[src/rtl/scan_seq_ctrl.sv]
// Mux-scan chain sequencer: loads stimulus, captures, and unloads the response while the next stimulus loads; compares each response against its expected value.
// Latency: a handshake at cycle t gives CHAIN_LEN shift cycles, then capture at t+CHAIN_LEN+1. The last pattern adds CHAIN_LEN unload cycles, then done.
// Backpressure: pat_ready is high only while waiting for a pattern. The chain clock is gated off while the source stalls, so a captured response survives any gap.
module scan_seq_ctrl #(
  parameter int CHAIN_LEN = 2,
  parameter int CNT_W     = 16
) (
  input  logic                 clk,
  input  logic                 rst_n,
  input  logic                 start,
  input  logic                 abort,
  input  logic                 pat_valid,
  output logic                 pat_ready,
  input  logic [CHAIN_LEN-1:0] pat_in,
  input  logic [CHAIN_LEN-1:0] pat_exp,
  input  logic                 pat_last,
  output logic                 scan_en,
  output logic                 scan_in,
  input  logic                 scan_out,
  output logic                 chain_ce,
  output logic                 busy,
  output logic                 done,
  output logic                 fail,
  output logic [CNT_W-1:0]     pat_cnt,
  output logic [CNT_W-1:0]     fail_cnt
);

  // One spare bit in the shift counter keeps CHAIN_LEN=1 legal (one shift cycle).
  localparam int              SC_W    = $clog2(CHAIN_LEN) + 1;
  localparam logic [SC_W-1:0] SC_LAST = SC_W'(CHAIN_LEN - 1);

  typedef enum logic [2:0] {
    S_IDLE,
    S_WAIT,
    S_SHIFT,
    S_CAPTURE,
    S_UNLOAD,
    S_DONE
  } state_t;

  state_t               state_q;
  state_t               state_d;
  logic [SC_W-1:0]      sh_cnt_q;
  logic [CHAIN_LEN-1:0] stim_q;     // stimulus being shifted in, MSB leaves first
  logic [CHAIN_LEN-1:0] exp_q;      // expected response currently in the chain
  logic [CHAIN_LEN-1:0] exp_nxt_q;  // expectation for the pattern being loaded
  logic                 last_q;
  logic                 has_resp_q; // chain holds a captured response worth checking

  logic shifting;
  logic sh_term;
  logic accept;
  logic start_ok;
  logic cap_ok;
  logic mismatch;

  assign shifting = (state_q == S_SHIFT) || (state_q == S_UNLOAD);
  assign sh_term  = (sh_cnt_q == SC_LAST);
  // An abort in a busy state wins over everything else on that edge.
  assign accept   = (state_q == S_WAIT) && pat_valid && !abort;
  assign start_ok = (state_q == S_IDLE) && start;
  assign cap_ok   = (state_q == S_CAPTURE) && !abort;
  // exp_q shifts in step with the chain, so its MSB always lines up with scan_out.
  assign mismatch = shifting && has_resp_q && !abort && (scan_out != exp_q[CHAIN_LEN-1]);

  // State register.
  always_ff @(posedge clk or negedge rst_n) begin
    if (!rst_n) begin
      state_q <= S_IDLE;
    end else begin
      state_q <= state_d;
    end
  end

  // Next-state and Moore output decode; no input reaches an output combinationally.
  always_comb begin
    state_d   = state_q;
    scan_en   = 1'b0;
    scan_in   = 1'b0;
    chain_ce  = 1'b1;
    pat_ready = 1'b0;
    busy      = 1'b1;
    done      = 1'b0;
    case (state_q)
      S_IDLE: begin
        busy = 1'b0;
        if (start) state_d = S_WAIT;
      end
      S_WAIT: begin
        // Chain frozen so a captured response survives an arbitrary stall.
        chain_ce  = 1'b0;
        pat_ready = 1'b1;
        if (pat_valid) state_d = S_SHIFT;
      end
      S_SHIFT: begin
        scan_en = 1'b1;
        scan_in = stim_q[CHAIN_LEN-1];
        if (sh_term) state_d = S_CAPTURE;
      end
      S_CAPTURE: begin
        state_d = last_q ? S_UNLOAD : S_WAIT;
      end
      S_UNLOAD: begin
        scan_en = 1'b1;
        if (sh_term) state_d = S_DONE;
      end
      S_DONE: begin
        done    = 1'b1;
        state_d = S_IDLE;
      end
      default: begin
        state_d = S_IDLE;
      end
    endcase
    if ((state_q != S_IDLE) && abort) state_d = S_IDLE;
  end

  // Shift counter: counts 0..CHAIN_LEN-1 inside each shift/unload burst.
  always_ff @(posedge clk or negedge rst_n) begin
    if (!rst_n) begin
      sh_cnt_q <= '0;
    end else if (shifting && !abort && !sh_term) begin
      sh_cnt_q <= sh_cnt_q + 1'b1;
    end else begin
      sh_cnt_q <= '0;
    end
  end

  // Pattern registers: latch on handshake, stimulus shifts out MSB first.
  always_ff @(posedge clk or negedge rst_n) begin
    if (!rst_n) begin
      stim_q    <= '0;
      exp_nxt_q <= '0;
      last_q    <= 1'b0;
    end else if (accept) begin
      stim_q    <= pat_in;
      exp_nxt_q <= pat_exp;
      last_q    <= pat_last;
    end else if (state_q == S_SHIFT) begin
      stim_q    <= stim_q << 1;
    end
  end

  // Expected-response register: armed at capture, walked along with the unload.
  always_ff @(posedge clk or negedge rst_n) begin
    if (!rst_n) begin
      exp_q      <= '0;
      has_resp_q <= 1'b0;
    end else if (start_ok) begin
      has_resp_q <= 1'b0;
    end else if (cap_ok) begin
      exp_q      <= exp_nxt_q;
      has_resp_q <= 1'b1;
    end else if (shifting) begin
      exp_q      <= exp_q << 1;
    end
  end

  // Session results: sticky fail plus saturating pattern and bit-mismatch counts.
  always_ff @(posedge clk or negedge rst_n) begin
    if (!rst_n) begin
      fail     <= 1'b0;
      pat_cnt  <= '0;
      fail_cnt <= '0;
    end else if (start_ok) begin
      fail     <= 1'b0;
      pat_cnt  <= '0;
      fail_cnt <= '0;
    end else begin
      if (cap_ok && (pat_cnt != {CNT_W{1'b1}})) begin
        pat_cnt <= pat_cnt + 1'b1;
      end
      if (mismatch) begin
        fail <= 1'b1;
        if (fail_cnt != {CNT_W{1'b1}}) fail_cnt <= fail_cnt + 1'b1;
      end
    end
  end

endmodule
[config.mk]
export PLATFORM = sky130hd
export DESIGN_NAME = scan_seq_ctrl
export DESIGN_NICKNAME = d
export VERILOG_FILES = /design/src/rtl/scan_seq_ctrl.sv
export SDC_FILE = /design/constraint.sdc
export NUM_CORES = 1
export LEC_CHECK = 0
export BUFFER_PORTS_ARGS = -buffer_cell sky130_fd_sc_hd__buf_2
export CAP_MARGIN = 10
export CORE_AREA = 3 3 119 75
export CTS_CLUSTER_DIAMETER = 120
export DETAILED_ROUTE_END_ITERATION = 10
export DIE_AREA = 0 0 122 78
export PLACE_DENSITY = 0.55
export SLEW_MARGIN = 20
export SYNTH_ARGS = -nofsm -noshare
export SYNTH_HDL_FRONTEND = slang
export SYNTH_SLANG_ARGS = --single-unit
[constraint.sdc]
create_clock -name clk -period 3.8 [get_ports clk]
set_clock_uncertainty 0.05 [all_clocks]
set_input_delay 1.14 -clock clk [delete_from_list [all_inputs] [get_ports clk]]
set_output_delay 1.14 -clock clk [all_outputs]
set_load 0.02 [all_outputs]
==> metrics.md, run 1 <==
| Metric | Value |
|---|---|
| Fillcell total | slightly below 800 |
| Initial antenna violation count | 0 |
| Crit path to | scan_en |
| Top post-synthesis cells by area | dfrtp_1 49%, nor2_1 5.9%, xnor2_1 5.6% |
| Post-CTS Hold Buffers | 0 |
| Vias | 1975 |
| N_diodes | 0 |
| Synth unique cells | 35 |
| Outcome | finished clean |
| Slew Limit Fails | 0 |
| Seq/Total Area, Yosys | 49.17% |
| Synth top cells by count | 46 x dfrtp_1, 37 x nor2_1, 31 x nand2_1 |
| First-pass GRT wire length | 9584 um |
| Clk sinks | 46 |
| Compound-Gate Fraction of Synth Area | 7.162% |
| Comb power frac | 14.0% |
| Top cell type's share of synthesized area | 49.17% |
| Worst r2r path cells | 6 |
| Synth area leader | dfrtp_1 |
| Proportion of synthesized area in mux cells | 4.009% |
| HPWL after detailed placement | 4195 um |
| Adder-cell area share of the yosys netlist | 1.603% |
| Fin Hold WS | 0.3876 ns |
| PostCTS Resize Cnt | 0 |
| Synth Area per Inst | about 9 sq um |
| Largest net degree at the start of global routing | 26 |
| Hold Crit Class | reg2reg |
| Syn nets | 267 |
| Kind of critical path | reg2out |
| Die H | between 70 and 80 um |
| Minimum clock period after layout | 2.903 ns |
| Critical path capture point type | output pin |
| Area grow syn2layout | 22.55% |
| Ys Warns | 0 |
| Vias per inst | 4.805 |
| Critical path's slowest cell | dfrtp_1 |
| Crit path launch | state_q[1] |
| Vias in the first global route | 1895 |
| DR WL/cell | 13.72 um |
| Clk buf depth | 2 |
| Root Buffer | clkbuf_16 |
| Sw Ratio | a little over a quarter |
| FF-to-FF End | fail_cnt[2] |
| Share of layout cells above drive strength 1 | ~22% |
| Slowest stage delay, CP | 0.61 ns |
| CP max FO | 15 |
| Total track usage | 12.60% |
| Cell row count | 25 |
| Core footprint | 0.007851 sq mm |
| Synth Register Bits | between 40 and 50 |
| Int Power | slightly below 0.9 mW |
| RSZ-0062 raised after global routing | false |
| Setup-failing EPs final | 0 |
| Simple-gate share of the synthesized area | 28.38% |
| Die Wd | approximately 120 um |
| Pwr dens | 420.7 mW/mm^2 |
| Slew headroom | 38.10% |
| Peak supply drop | 0.2267 mV |
| Worst Path Arrival | 1.71 ns |
| Syn Inst Count | 253 |
| Switch Pwr | 0.3288 mW |
| TritonCTS buffer count | 5 |
| Slew at the pin with the worst max-slew slack | 0.9200 ns |
| CP required | 2.61 ns |
| Placer Congestion | 0.8261 |
| Cell Area, Synth | 0.002341 sq mm |
| DRC viols | 0 |
| H-tree depth | 2 |
| Ys async rst share | between 90% and 100% |
| Maximum clock rate | around 340 MHz |
| Setup TNS | 0 ns |
| Initial core utilization | between 20 and 30% |
| Drt total wl | 5638 um |
| Antenna-violating nets left | 0 |
| Clock power share | roughly two fifths |
| Final nets | 316 |
| # IOs | 50 |
| Post-synth EDFFs | 0 |
| FF-to-FF Start | fail_cnt[0] |
| R2R setup slack | approximately 1.5 ns |
| Max-cap violations | 0 |
| CTS tree | done |
| Seq pwr share | 47.6% |
| DR pass1 iterations | 4 |
| Sequential cell area | 0.001151 sq mm |
| Ys flop type | dfrtp_1 |
| Most common cell in the synthesized netlist | dfrtp_1 |
| Leakage | 1.352 nW |
| GRT overflow | 0 |
| Synth Area in XOR/XNOR | under 10% |
| PortBufs | 49 |
| Die footprint | ~0.0095 sq mm |
| Area occupied by multi-input gates | roughly 0.0011 sq mm |
| Clock slew at reported path FFs | 0.06 ns |
| Critical path launch point type | flop |
| Largest family of logic cells by synthesized area | simple AND/OR/NAND/NOR gates |
| Clock Latency Late Sink | 0.29 ns |
| Period Utilization, post-route | 76.40% |
| Iteration-0 DRC Markers | 114 |
| Post-CTS setup buffer count | 0 |
| Fin. Hold Viols | 0 |
| CP cell instances | xnor2_1 -> or2_2 -> inv_1 -> buf_2 |
==> worst max-delay path, delay by kind of cell (launching register included) <==
kind / cells / cell delay, ns
xor+xnor: 1 / 0.19
buf+inv: 2 / 0.30
flops: 1 / 0.61
simple gates: 1 / 0.33
==> worst min-delay path by stage <==
stage,slack [ns],depth (start not counted),to,start
finish,0.39,1,sh_cnt_q[0],sh_cnt_q[0]
detailed placement,0.38,1,sh_cnt_q[0],sh_cnt_q[0]
global route,0.42,1,sh_cnt_q[0],sh_cnt_q[0]
floorplan,0.36,1,sh_cnt_q[0],sh_cnt_q[0]
CTS,0.39,1,sh_cnt_q[0],sh_cnt_q[0]
global placement,0.38,1,sh_cnt_q[0],sh_cnt_q[0]
==> logic make-up after synthesis <==
group	Yosys count
AOI/OAI and AO/OA	27
muxes	9
xor gates and xnor gates	19
and+or+nand+nor	133
buffers and inverters	16
DFF	46
adders and majority gates	3
==> metrics by stage <==
stage | setup WS [ns] | instances | cell area (sq um) | util, % | power, mW
after floorplan | 1.090 | 253 | 2341 | - | 0.6915
after global placement | 0.9880 | 403 | 2708 | 34.49 | 0.7561
after detailed placement | 0.9700 | 403 | 2708 | 34.49 | 0.7563
after CTS | 0.8771 | 411 | 2869 | 36.54 | 1.228
after global routing | 0.7365 | 411 | 2869 | 36.54 | 1.275
final | 0.8968 | 411 | 2869 | 36.54 | 1.207
==> cells in the final DEF, fill, tap and decap left out, types with 2 or more instances in the layout <==
master     instances
mux2i_1            6
xnor2_1           15
buf_4              2
ha_1               3
a21oi_1            9
dfrtp_1           46
and3_1             4
nand3_1           12
o21ai_0            6
and2_1             2
or4_1              4
xor2_1             4
clkbuf_8           2
nand2b_1           3
nor4_1             9
nor3_1             7
buf_2             49
nand4_1           12
nor2_1            37
a31o_2             2
clkbuf_16          5
o211ai_1           5
a31oi_1            2
nand2_1           31
inv_1              7
mux2_2             3
or3_1              3
==> power by group through the flow <==
stage	clock network, mW	logic [mW]	registers (mW)
2_1_floorplan	0	0.126	0.565
3_3_place_gp	0	0.172	0.584
3_5_place_dp	0	0.173	0.584
4_1_cts	0.480	0.173	0.575
5_1_grt	0.499	0.194	0.583
6_report	0.463	0.170	0.575
==> sequential cells by signal (all words and copies together) (netlist names) <==
name / cells
exp_nxt_q: 2
exp_q: 2
fail: 1
fail_cnt: 16
has_resp_q: 1
last_q: 1
pat_cnt: 16
sh_cnt_q: 2
state_q: 3
stim_q: 2
==> cell type report <==
type | instances | area share, %
clock buffer | 7 | 5.321
clock inverter | 1 | 0.3053
inverter | 7 | 0.9158
multi-input combinational | 191 | 39.56
sequential | 46 | 40.12
tap | 108 | 4.710
timing repair buffer | 51 | 9.071
==> routing by layer <==
layer	track usage [%]	share of wire, %
met1	20.13	55
met2	15.69	36
met3	4.224	8.3
met4	3.020	0.34
met5	0	0
No activity file was read; power rests on OpenSTA's default activity.
==> run 2: changes to the inputs <==
--- a/config.mk
+++ b/config.mk
@@ -11,7 +11,7 @@
 export CTS_CLUSTER_DIAMETER = 120
 export DETAILED_ROUTE_END_ITERATION = 10
 export DIE_AREA = 0 0 122 78
-export PLACE_DENSITY = 0.55
+export PLACE_DENSITY = 0.57
 export SLEW_MARGIN = 20
 export SYNTH_ARGS = -nofsm -noshare
 export SYNTH_HDL_FRONTEND = slang
==> constraint.sdc (replaced) <==
create_clock -name clk -period 2.6 [get_ports clk]
set_clock_uncertainty 0.05 [all_clocks]
set_input_delay 0.78 -clock clk [delete_from_list [all_inputs] [get_ports clk]]
set_output_delay 0.78 -clock clk [all_outputs]
set_load 0.02 [all_outputs]
==> run 2 against run 1 <==
Core utilization grew 0.64 points. Worst setup slack lost 0.75 ns. Clock power grew 58%. Flip-flop and latch count is the same. Critical path depth is the same. Non-clock buffer count grew 6. Clock-buffer cell count shrank 1. Total power grew 52%. Worst hold slack gained 0.0061 ns. Via count grew 3.5%. Cell count grew 1.5%. Sequential share of layout area shrank 0.69 points. Critical endpoint unchanged. Largest cell class unchanged.
==> metrics.md, run 2 (synthesized netlist as in run 1, its figures left out) <==
| Metric | Value |
|---|---|
| Final nets | 322 |
| Worst Path Arrival | 1.62 ns |
| Setup TNS | 0 ns |
| Worst Hold End | sh_cnt_q[0] |
| Die H | about 78 um |
| Setup-failing EPs final | 0 |
| Iteration-0 DRC Markers | 146 |
| Core footprint | 0.007851 sq mm |
| # IOs | 50 |
| Peak supply drop | 0.2434 mV |
| First-pass GRT wire length | 10130 um |
| Largest net degree at the start of global routing | 47 |
| Commonest non-fill, non-tap cell in the layout | buf_2 |
| Clock Latency Late Sink | 0.29 ns |
| Slew at the pin with the worst max-slew slack | 0.6178 ns |
| Switch Pwr | 0.4945 mW |
| Maximum clock rate | 408.4 MHz |
| WP buf/inv | 2 |
| Area grow syn2layout | 24.69% |
| Fin. Hold Viols | 0 |
| R2R setup slack | 0.49 ns |
| CP delay by family, top | flip-flops |
| Initial antenna violation count | 0 |
| TritonCTS buffer count | 5 |
| Die Wd | 122 um |
| Clock power share | 40.0% |
| Worst r2r path cells | 5 |
| Seq pwr share | between 40% and 50% |
| DR WL/cell | 14.18 um |
| Share of layout cells above drive strength 1 | 23.62% |
| Root Buffer | clkbuf_16 |
| CP max FO | 11 |
| Outcome | finished clean |
| Placer Congestion | 0.8062 |
| Initial core utilization | slightly below 30% |
| FF-to-FF Start | state_q[2] |
| Sw Ratio | 27.02% |
| Post-CTS setup buffer count | 0 |
| Placed Area | 0.002753 sq mm |
| FF-to-FF End | fail_cnt[6] |
| Critical path capture point type | output pin |
| Regs by FF count | fail_cnt: 16 flops, pat_cnt: 16 flops, state_q: 3 flops |
| Slew Limit Fails | 0 |
| GRT overflow | 0 |
| Vias per inst | 4.902 |
| Clk buf depth | 2 |
| Drt total wl | 5911 um |
| Clock slew at reported path FFs | 0.06 ns |
| CTS tree | done |
| Antenna-violating nets left | 0 |
| RSZ-0062 raised after global routing | false |
| Int Power | roughly 1.3 mW |
| H-tree depth | 2 |
| Comb power frac | 14.5% |
| Minimum clock period after layout | between 2 and 2.5 ns |
| Hold Crit Class | reg2reg |
| Hold depth | 1 |
| CP required | 1.77 ns |
| PortBufs | 49 |
| Vias | 2044 |
| Commonest non-fill, non-tap cells in the layout | 49 x buf_2, 46 x dfrtp_1, 37 x nor2_1, 31 x nand2_1, 15 x xnor2_1 |
| Post-CTS Hold Buffers | 0 |
| Clk sinks | 46 |
| Cell row count | 25 |
| Max-cap violations | 0 |
| Period Utilization, post-route | 94.18% |
| Design area | 0.002919 sq mm |
| DRC viols | 0 |
| Slowest stage delay, CP | 0.48 ns |
| Kind of critical path | reg2out |
| Hold Path Origin | sh_cnt_q[0] |
| Pwr dens | 626.9 mW/mm^2 |
| N_diodes | 0 |
| HPWL after detailed placement | 4344 um |
| Leakage | 1.381 nW |
| Critical path launch point type | flop |
| CP cell instances | xnor2_1 -> or2_2 -> inv_1 -> buf_2 |
| Vias in the first global route | roughly 2000 |
| Critical path's slowest cell | dfrtp_1 |
| Total track usage | 13.41% |
| PostCTS Resize Cnt | 0 |
| Die footprint | around 0.0095 sq mm |
| DR pass1 iterations | 5 |
| Slew headroom | around three fifths |
==> run 2: changes by cell type in the layout (fill, tap and decap cells not counted) <==
cell | previous run | this run
buf_4 | 2 | 8
bufinv_16 | 0 | 1
clkbuf_1 | 0 | 1
clkbuf_8 | 2 | 0
clkinv_4 | 1 | 0
clkinvlp_4 | 0 | 1
==> run 2: final cells by class <==
type	count	area (sq um)
Fill cell	816	4932
Inverter	7	26.28
Tap cell	108	135.1
Clock inverter	2	37.54
Clock buffer	6	128.9
Sequential cell	46	1151
Multi-Input combinational cell	191	1135
Timing Repair Buffer	57	305.3
==> run 2: through the flow <==
step | utilization, % | total power [mW] | setup WS [ns] | instances | hold WS, ns
after global routing | 37.18 | 1.938 | 0.005691 | 417 | 0.4157
after global placement | 35.06 | 1.111 | 0.2170 | 409 | 0.3773
after detailed placement | 35.06 | 1.116 | 0.1970 | 409 | 0.3844
after floorplan | - | 1.011 | 0.2498 | 253 | 0.3637
after CTS | 37.18 | 1.863 | 0.1364 | 417 | 0.3931
final | 37.18 | 1.830 | 0.1513 | 417 | 0.3937
==> run 2: worst reg2reg max path, stage by stage, from the launching register on <==
cell     delay [ns]
dfrtp_1        0.48
xnor2_1        0.23
or4_1          0.65
nor4_1         0.38
xnor2_1        0.16
nor2_1         0.05
==> run 2: power by group through the flow <==
stage                     logic [mW]  registers [mW]  clock network (mW)
after floorplan                0.185           0.826                   0
after global placement         0.264           0.847                   0
after detailed placement       0.267           0.848                   0
after CTS                      0.269           0.835               0.760
after global routing           0.300           0.845               0.793
final                          0.265           0.834               0.732
==> run 2: worst max path at each step <==
| stage | start | endpoint | slack [ns] | depth (start not counted) |
|---|---|---|---|---|
| floorplan | abort | fail_cnt[6] | 0.25 | 7 |
| detailed placement | scan_out | fail_cnt[7] | 0.20 | 6 |
| finish | state_q[2] | scan_en | 0.15 | 4 |
| global route | state_q[2] | scan_en | 0.006 | 4 |
| global placement | scan_out | fail_cnt[7] | 0.22 | 6 |
| CTS | state_q[2] | scan_en | 0.14 | 4 |
==> run 2: metal layers <==
| layer | track usage [%] | part of all wire [%] | vias to the layer above |
|---|---|---|---|
| met5 | 0 | 0 | - |
| met4 | 4.027 | 1.3 | 0 |
| met3 | 4.297 | 6.7 | 8 |
| met2 | 18.23 | 40 | 50 |
| met1 | 19.97 | 52 | 979 |
| li1 | - | - | 1007 |
==> run 3: changes to the inputs <==
--- a/config.mk
+++ b/config.mk
@@ -6,12 +6,11 @@
 export NUM_CORES = 1
 export LEC_CHECK = 0
 export BUFFER_PORTS_ARGS = -buffer_cell sky130_fd_sc_hd__buf_2
-export CAP_MARGIN = 10
 export CORE_AREA = 3 3 119 75
 export CTS_CLUSTER_DIAMETER = 120
 export DETAILED_ROUTE_END_ITERATION = 10
 export DIE_AREA = 0 0 122 78
-export PLACE_DENSITY = 0.57
+export PLACE_DENSITY_LB_ADDON = 0.08
 export SLEW_MARGIN = 20
 export SYNTH_ARGS = -nofsm -noshare
 export SYNTH_HDL_FRONTEND = slang
==> constraint.sdc (replaced) <==
create_clock -name clk -period 3.15 [get_ports clk]
set_clock_uncertainty 0.05 [all_clocks]
set_input_delay 0.945 -clock clk [delete_from_list [all_inputs] [get_ports clk]]
set_output_delay 0.945 -clock clk [all_outputs]
set_load 0.02 [all_outputs]
==> run 3 against run 2 <==
Via count shrank 4.2%. Largest power group unchanged. Global-route usage shrank 0.34 points. Sequential share of layout area is 0.69 points higher. Wire length decreased by 1.5%. Register-to-register slack gained 0.48 ns. Combinational power fell by 19%.
==> metrics.md, run 3 (synthesized netlist as in run 1, its figures left out) <==
| Metric | Value |
|---|---|
| Outcome | finished clean |
| Design area | 0.002869 sq mm |
| Slew at the pin with the worst max-slew slack | 0.6066 ns |
| Vias in the first global route | 1881 |
| DR WL/cell | 14.13 um |
| Initial core utilization | 29.82% |
| First-pass GRT wire length | 9818 um |
| Post-Place Cells | 406 |
| Placer Congestion | 0.7474 |
| # IOs | 50 |
| N_diodes | 0 |
| Clock Latency Late Sink | 0.28 ns |
| Minimum clock period after layout | 2.590 ns |
| Cell Count, Final, Fillers Out | ~400 |
| DRC viols | 0 |
| HPWL after detailed placement | about 4300 um |
| Sequential cell area | 0.001151 sq mm |
| FF-to-FF Start | state_q[2] |
| CP max FO | 11 |
| Antenna-violating nets left | 0 |
| H-tree depth | 2 |
| Area occupied by multi-input gates | between 0.001 and 0.0015 sq mm |
| Critical path capture point type | output pin |
| Die footprint | around 0.0095 sq mm |
| Hold Path Origin | sh_cnt_q[0] |
| Share of layout cells above drive strength 1 | 22.70% |
| Fillcell total | 802 |
| Pwr dens | roughly 500 mW/mm^2 |
| TritonCTS buffer count | 5 |
| DR pass1 iterations | 4 |
| Area grow syn2layout | 22.55% |
| Vias per inst | 4.752 |
| Commonest non-fill, non-tap cell in the layout | buf_2 |
| Initial antenna violation count | 0 |
| Core footprint | 0.007851 sq mm |
| Clock slew at reported path FFs | approximately 0.060 ns |
| Slew Limit Fails | 0 |
| Fin. Hold Viols | 0 |
| R2R setup slack | 0.97 ns |
| Die Wd | 122 um |
| GRT overflow | 0 |
| Clk buf depth | 2 |
| Drt total wl | 5820 um |
| Post-CTS setup buffer count | 0 |
| CP required | 2.15 ns |
| Dpl ws | 0.4894 ns |
| Regs by FF count | fail_cnt: 16 flops, pat_cnt: 16 flops, state_q: 3 flops |
| Peak supply drop | approximately 0.23 mV |
| Iteration-0 DRC Markers | 115 |
| Max-cap violations | 0 |
| Final nets | 319 |
| PortBufs | 49 |
| Slew headroom | 59.56% |
| Vias | 1958 |
| Maximum clock rate | 386.2 MHz |
| Overall power | 1.413 mW |
| Period Utilization, post-route | 82.21% |
| Clk sinks | 46 |
| PostCTS Resize Cnt | 0 |
| Critical path launch point type | flop |
| Placed Area | 0.002730 sq mm |
| FF-to-FF End | fail_cnt[12] |
| Setup TNS | 0 ns |
| Leakage | 1.357 nW |
| Worst Path Arrival | 1.59 ns |
| Hold Crit Class | reg2reg |
| Commonest non-fill, non-tap cells in the layout | 49 x buf_2, 46 x dfrtp_1, 37 x nor2_1, 31 x nand2_1, 15 x xnor2_1 |
| CTS tree | done |
| Cell row count | 25 |
| Hold depth | 1 |
| Worst Hold End | sh_cnt_q[0] |
| Root Buffer | clkbuf_16 |
| Final worst slack | 0.5604 ns |
| Setup-failing EPs final | 0 |
| Post-CTS Hold Buffers | 0 |
| Total track usage | 13.07% |
| Largest net degree at the start of global routing | 47 |
| RSZ-0062 raised after global routing | false |
| Die H | 78 um |
| Kind of critical path | reg2out |
| Worst r2r path cells | 5 |
[run 3: changes by cell type in the layout (fill, tap and decap cells not counted)]
| cell | before | now |
|---|---|---|
| clkbuf_8 | 0 | 1 |
| clkbuf_1 | 1 | 0 |
| clkinvlp_4 | 1 | 0 |
| buf_4 | 8 | 5 |
| bufinv_16 | 1 | 0 |
[run 3: report_power, final]
group	internal (mW)	switching [mW]
clock network	0.307	0.205
registers	0.643	0.0450
logic	0.0807	0.133
[run 3: metal layers]
metal	global-route usage (%)	vias to the layer above	wire length, um
li1	-	1006	-
met4	2.685	0	29
met2	17.57	42	2239
met3	3.423	2	284
met5	0	-	0
met1	20.61	908	3266
[run 3: worst max-delay path: stages (launching register included)]
cell     delay [ns]
dfrtp_1        0.49
xnor2_1        0.21
or2_2          0.32
inv_1          0.12
buf_2          0.18
[run 3: layout make-up]
cell class | count | area share [%]
repair buffers | 54 | 9.856
multi-input cells | 191 | 39.56
well taps | 108 | 4.710
flip-flops and latches | 46 | 40.12
clock buffers | 6 | 4.841
inverters | 7 | 0.9158
[run 3: worst max path at each step]
stage                           from  cells after the start  slack [ns]           end
after floorplan                abort                      7        0.63   fail_cnt[6]
after global placement         abort                      6        0.52  fail_cnt[12]
after detailed placement       abort                      6        0.49  fail_cnt[13]
after CTS                 state_q[2]                      4        0.55       scan_en
after global routing      state_q[2]                      4        0.43       scan_en
final                     state_q[2]                      4        0.56       scan_en
[run 3: metrics by stage]
step | util (%) | hold WS [ns]
2_1_floorplan | - | 0.3637
3_3_place_gp | 34.77 | 0.3794
3_5_place_dp | 34.77 | 0.3868
4_1_cts | 36.54 | 0.3950
5_1_grt | 36.54 | 0.4155
6_report | 36.54 | 0.3938
